===== config.mk =====
export PLATFORM = sky130hd
export DESIGN_NAME = ctrl_seq_decoder
export DESIGN_NICKNAME = d
export VERILOG_FILES = /design/src/rtl/ctrl_seq_decoder.sv
export SDC_FILE = /design/constraint.sdc
export NUM_CORES = 1
export LEC_CHECK = 0
export ABC_AREA = 0
export BUFFER_PORTS_ARGS = -buffer_cell sky130_fd_sc_hd__buf_4
export CAP_MARGIN = 15
export CORE_AREA = 3 3 90 92
export DETAILED_ROUTE_END_ITERATION = 10
export DIE_AREA = 0 0 93 95
export GPL_TIMING_DRIVEN = 0
export PLACE_DENSITY = 0.46
export RECOVER_POWER = 25
export SLEW_MARGIN = 20
export SYNTH_ARGS = -nofsm -noshare
export SYNTH_HDL_FRONTEND = slang
export SYNTH_SLANG_ARGS = --single-unit
export TNS_END_PERCENT = 1

===== constraint.sdc =====
create_clock -name CLK -period 1.9 [get_ports CLK]
set_input_delay 0 -clock CLK [delete_from_list [all_inputs] [get_ports CLK]]
set_output_delay 0 -clock CLK [all_outputs]
set_load 0.02 [all_outputs]

===== src/rtl/ctrl_seq_decoder.sv =====
// Watches multicycle control-unit strobes and reconstructs each retired instruction:
// opcode/funk class, cycle count (fetch included) and an error flag, one pulse per retirement.
module ctrl_seq_decoder (
    input  logic        CLK,
    input  logic        Reset_n,
    input  logic        IRWrite,
    input  logic        PCWrite,
    input  logic        MemRead,
    input  logic        MemWrite,
    input  logic        RegWrite,
    input  logic        RegDest,
    input  logic        BranchCond,
    input  logic        OutputWrite,
    input  logic        MemSrc,
    input  logic [1:0]  ALUOp,
    input  logic [1:0]  SrcB,
    input  logic [1:0]  PCSrc,
    input  logic [1:0]  MemtoReg,
    input  logic        SrcA,
    output logic        dec_valid,
    output logic [3:0]  dec_opcode,
    output logic [2:0]  dec_funk,
    output logic [3:0]  dec_cycles,
    output logic        dec_err,
    output logic [15:0] retired_count
);

    typedef enum logic {S_IDLE = 1'b0, S_EXEC = 1'b1} state_t;

    localparam int C_SW  = 0;
    localparam int C_LW  = 1;
    localparam int C_R   = 2;
    localparam int C_IMM = 3;
    localparam int C_IN  = 4;
    localparam int C_OUT = 5;
    localparam int C_BEQ = 6;
    localparam int C_BNE = 7;
    localparam int C_JR  = 8;
    localparam int C_J   = 9;
    localparam int NCLS  = 10;

    // {opcode, funk} per one-hot class position
    localparam logic [6:0] CLS_CODE [NCLS] = '{
        7'b0011_000, 7'b0010_000, 7'b0000_000, 7'b0001_000, 7'b1100_000,
        7'b1100_001, 7'b0111_000, 7'b1000_000, 7'b1011_000, 7'b1001_000
    };

    state_t             r_state;
    state_t             w_state_next;
    logic [NCLS-1:0]    r_class_oh;
    logic               r_has_class;
    logic               r_conflict;
    logic               r_link;
    logic [3:0]         r_cycles;
    logic               r_dec_valid;
    logic [3:0]         r_dec_opcode;
    logic [2:0]         r_dec_funk;
    logic [3:0]         r_dec_cycles;
    logic               r_dec_err;
    logic [15:0]        r_retired_count;

    logic [NCLS-1:0]    w_ev;
    logic               w_any;
    logic               w_multi;
    logic               w_diff;
    logic               w_link;
    logic               w_start;
    logic               w_retire;
    logic               w_collect;
    logic [6:0]         w_code;
    logic               w_ret_err;
    logic [3:0]         w_ret_opcode;
    logic [2:0]         w_ret_funk;
    logic               w_unused;

    // Intermediate datapath selects carry no class information.
    assign w_unused = &{1'b0, MemRead, SrcA, SrcB, MemSrc};

    always_comb begin
        w_ev        = '0;
        w_ev[C_SW]  = MemWrite;
        w_ev[C_LW]  = RegWrite && (MemtoReg == 2'b01);
        w_ev[C_R]   = RegWrite && (MemtoReg == 2'b00) && RegDest;
        w_ev[C_IMM] = RegWrite && (MemtoReg == 2'b00) && !RegDest;
        w_ev[C_IN]  = RegWrite && (MemtoReg == 2'b11);
        w_ev[C_OUT] = OutputWrite;
        w_ev[C_BEQ] = BranchCond && (ALUOp == 2'b01);
        w_ev[C_BNE] = BranchCond && (ALUOp == 2'b11);
        w_ev[C_JR]  = PCWrite && (PCSrc == 2'b11);
        w_ev[C_J]   = PCWrite && (PCSrc == 2'b10);
    end

    // Link write is only an upgrade marker for j, never a class of its own.
    assign w_link  = RegWrite && (MemtoReg == 2'b10);
    assign w_any   = |w_ev;
    assign w_multi = |(w_ev & (w_ev - NCLS'(1)));
    assign w_diff  = r_has_class && w_any && (w_ev != r_class_oh);

    always_ff @(posedge CLK or negedge Reset_n) begin
        if (!Reset_n) r_state <= S_IDLE;
        else          r_state <= w_state_next;
    end

    always_comb begin
        w_state_next = r_state;
        if (IRWrite) w_state_next = S_EXEC;
    end

    always_comb begin
        w_start   = IRWrite;
        w_retire  = IRWrite && (r_state == S_EXEC);
        w_collect = !IRWrite && (r_state == S_EXEC);
    end

    always_comb begin
        w_code = '0;
        for (int i = 0; i < NCLS; i++) begin
            if (r_class_oh[i]) w_code = w_code | CLS_CODE[i];
        end
    end

    always_comb begin
        w_ret_err    = !r_has_class || r_conflict;
        w_ret_opcode = w_code[6:3];
        w_ret_funk   = w_code[2:0];
        if (w_ret_err) begin
            w_ret_opcode = 4'b1111;
            w_ret_funk   = 3'b000;
        end else if (r_class_oh[C_J] && r_link) begin
            w_ret_opcode = 4'b1010;
        end
    end

    always_ff @(posedge CLK or negedge Reset_n) begin
        if (!Reset_n) begin
            r_class_oh  <= '0;
            r_has_class <= 1'b0;
            r_conflict  <= 1'b0;
            r_link      <= 1'b0;
            r_cycles    <= 4'd0;
        end else if (w_start) begin
            r_class_oh  <= '0;
            r_has_class <= 1'b0;
            r_conflict  <= 1'b0;
            r_link      <= 1'b0;
            r_cycles    <= 4'd1;
        end else if (w_collect) begin
            if (r_cycles != 4'd15) r_cycles <= r_cycles + 4'd1;
            if (w_link) r_link <= 1'b1;
            if (w_any && !r_has_class) begin
                r_has_class <= 1'b1;
                r_class_oh  <= w_ev;
            end
            if (w_multi || w_diff) r_conflict <= 1'b1;
        end
    end

    always_ff @(posedge CLK or negedge Reset_n) begin
        if (!Reset_n) begin
            r_dec_valid     <= 1'b0;
            r_dec_opcode    <= 4'd0;
            r_dec_funk      <= 3'd0;
            r_dec_cycles    <= 4'd0;
            r_dec_err       <= 1'b0;
            r_retired_count <= 16'd0;
        end else begin
            r_dec_valid <= w_retire;
            if (w_retire) begin
                r_dec_opcode    <= w_ret_opcode;
                r_dec_funk      <= w_ret_funk;
                r_dec_cycles    <= r_cycles;
                r_dec_err       <= w_ret_err;
                r_retired_count <= r_retired_count + 16'd1;
            end
        end
    end

    assign dec_valid     = r_dec_valid;
    assign dec_opcode    = r_dec_opcode;
    assign dec_funk      = r_dec_funk;
    assign dec_cycles    = r_dec_cycles;
    assign dec_err       = r_dec_err;
    assign retired_count = r_retired_count;

endmodule

==> reports/results.ini <==
[clock_network]
cts_buffers = 5
cts_tree = done
post-cts-setup-buffers = 0
path_clk_slew_ns = 0.09
cts_buffer_depth = 2
insertion_delay_ns = 0.30
cts_hold_buf = 4
htree_num_levels = 2
post_cts_resized = 0
clkSinkCount = 45
root_buffer = clkbuf_8

[grt]
track_usage = 0.122
grt_max_degree = 46
grt-ovfl-total = 0
antenna_found_initial = 0
grt_pass1_wl_um = 8410
grt_pass1_vias = 1673

[worst_setup_path]
slowest_stage = dfrtp_1
worstPathArrival_ns = 1.91
rr_startpoint = r_class_oh[8]
critical-path-max-stage-delay_ns = 0.44
cp_num_buf_inv = 0
path_max_fanout = 5
crit_required_ns = 2.07
path_delay_family = simple AND/OR/NAND/NOR gates
critical_path_class = flop to flop
path_cells = or2_1 -> a2111oi_0 -> nand4_1 -> nor3_1 -> o41ai_1
start_kind = flop
end_kind = flop
reg2reg_depth = 5
cp.depth = 5
cp-startpoint = r_class_oh[8]

[timing]
finalCritPeriodShare = 0.914
finalCriticalPeriod_ns = 1.74
final.setup.tns_ns = 0
worst_pin_slew_ns = 1.15
maxSlewHeadroom = 0.232
setup_ws_ns = 0.163
finClkSkew_ns = 0.00838
rsz0062_at_grt = no
setup_viol = 0
hold_viol_final = 0
max_freq_mhz = 576
finalMaxSlewViolations = 0

[final_layout]
drive_above_1_share = 0.215
n_antenna_cell = 0
area_growth_pct = 26.2
nets = 295

[hold_path]
hold_path_class = input port to flop
worstHoldStart = MemWrite
hold_path_depth = 3

[power]
p_sw_frac = 0.309
p_seq_frac = 0.473
power.switching_mw = 0.782
pwr-share-clk = 0.302
p_per_area_nw_per_um2 = 910
total_power_mw = 2.53
comb_power_share = 0.225
peakVddDrop_v = 0.000384
p_int_mw = 1.75
p_leak_nw = 1.30

[synthesis]
syn-mean-instance-area_um2 = 9.93
synthArstFlopShare = 1.00
ys_seq_area_frac = 0.511
syn_area_um2 = 2200
netlist.top_cell.by_area = dfrtp_1
synth_edf_count = 0
synth-seq-cells = 45
yosys_warnings = 0
yosys-top-cells-area = dfrtp_1 51%, nand2_1 5.8%, xnor2_1 5.2%
synth_top_area_frac = 0.511
synthFlopType = dfrtp_1
synth_most_common_cell = dfrtp_1
synth.distinct_cells = 45
synthCells = 222
synthTopCellsByCount = 45 x dfrtp_1, 34 x nand2_1, 24 x nor2_1

[route]
routed_wl_um = 4950
top_layer = met4
drt-pass1-iter-count = 4
via_per_inst = 4.75
wl_met1_um = 2330
drt-initial-drc-count = 73
ant_nets = 0
wl_per_cell_um = 13.3
dr_total_vias = 1771
wl_met3_um = 227
route.met2.wl_um = 2330
drc = 0

[die]
io_pins = 49
die_y_um = 95
start_util = 0.302
die_w_um = 93
num_rows = 31
core_um2 = 7290
die-area_um2 = 8840

[place]
dp_slack_ns = 0.187
hpwl_um = 3660
portBuffers = 39
gp_congestion = 0.744

[run]
maxCapViolCount = 0

[status]
outcome = complete, no violations

==> stage by stage <==
step	hold WS, ns	cell area, um^2	util	instances
2_1_floorplan	-0.296	2210	-	223
3_3_place_gp	0.0547	2620	0.360	361
3_5_place_dp	0.0499	2620	0.360	361
4_1_cts	0.0115	2780	0.382	373
5_1_grt	0.0261	2780	0.381	373
6_report	0.0204	2780	0.381	373
==> final timing paths <==
kind                                    end  slack (ns)
max in group asynchronous     r_class_oh[2]        0.73
hold reg to reg               dec_cycles[1]        0.48
hold / removal                r_class_oh[0]        0.02
setup / recovery                 r_conflict        0.16
setup reg to reg                 r_conflict        0.16
min in group asynchronous  retired_count[5]        0.46
==> state kept, by name, summed over array words and instances, names as in the netlist <==
name           count
retired_count     16
r_class_oh        10
dec_cycles         4
dec_opcode         4
r_cycles           4
dec_err            1
dec_funk           1
dec_valid          1
r_conflict         1
r_has_class        1
r_link             1
r_state            1
==> area by class of cell <==
type | instances | area, um^2
Fill cell | 772 | 4510
Timing Repair Buffer | 43 | 330
Clock inverter | 2 | 37.5
Inverter | 7 | 26.3
Multi-Input combinational cell | 163 | 1000
Tap cell | 99 | 124
Buffer | 8 | 53.8
Clock buffer | 6 | 82.6
Sequential cell | 45 | 1130
==> metal layers <==
metal,GRT usage,vias to the layer above
li1,-,865
met1,0.156,855
met5,0,-
met3,0.0279,6
met4,0.0403,0
met2,0.203,45
==> cells by family after synthesis <==
logic type      synth area share
flops                      0.511
compound gates            0.0897
simple gates               0.229
buf+inv                   0.0363
other cells              0.00170
mux                       0.0454
xor+xnor                  0.0755
fa+ha+maj                 0.0114
==> cell usage in the layout, fill, tap and decap left out, types with 2 or more instances in the layout <==
cell,Yosys,final
dfrtp_1,45,45
buf_4,4,42
nand2_1,34,34
nor2_1,24,24
xnor2_1,13,13
mux2i_1,10,10
a21oi_1,9,9
nand3_1,8,8
nor3_1,7,7
nand4_1,7,7
inv_1,6,6
xor2_1,6,6
clkbuf_8,0,6
dlygate4sd3_1,0,4
nand3b_1,3,3
and3_1,3,3
and2_1,3,3
nand2b_1,3,3
clkbuf_1,2,2
nor2b_1,2,2
a211oi_1,2,2
o21ai_0,2,2
o41ai_1,2,2
a41oi_1,2,2
and4_1,2,2
ha_1,2,2
conb_1,1,2
==> power groups by stage <==
| stage | logic, mW | registers (mW) | clock network, mW |
|---|---|---|---|
| 3_3_place_gp | 0.570 | 1.22 | 0 |
| 3_5_place_dp | 0.575 | 1.22 | 0 |
| 4_1_cts | 0.583 | 1.20 | 0.792 |
| 2_1_floorplan | 0.236 | 1.29 | 0 |
| 6_report | 0.570 | 1.20 | 0.764 |
| 5_1_grt | 0.628 | 1.22 | 0.828 |
==> worst reg2reg max path, cell delays in order (launching register included) <==
cell,delay (ns)
dfrtp_1,0.44
or2_1,0.26
a2111oi_0,0.41
nand4_1,0.17
nor3_1,0.22
o41ai_1,0.11
Power figures use the tool's default switching activity.
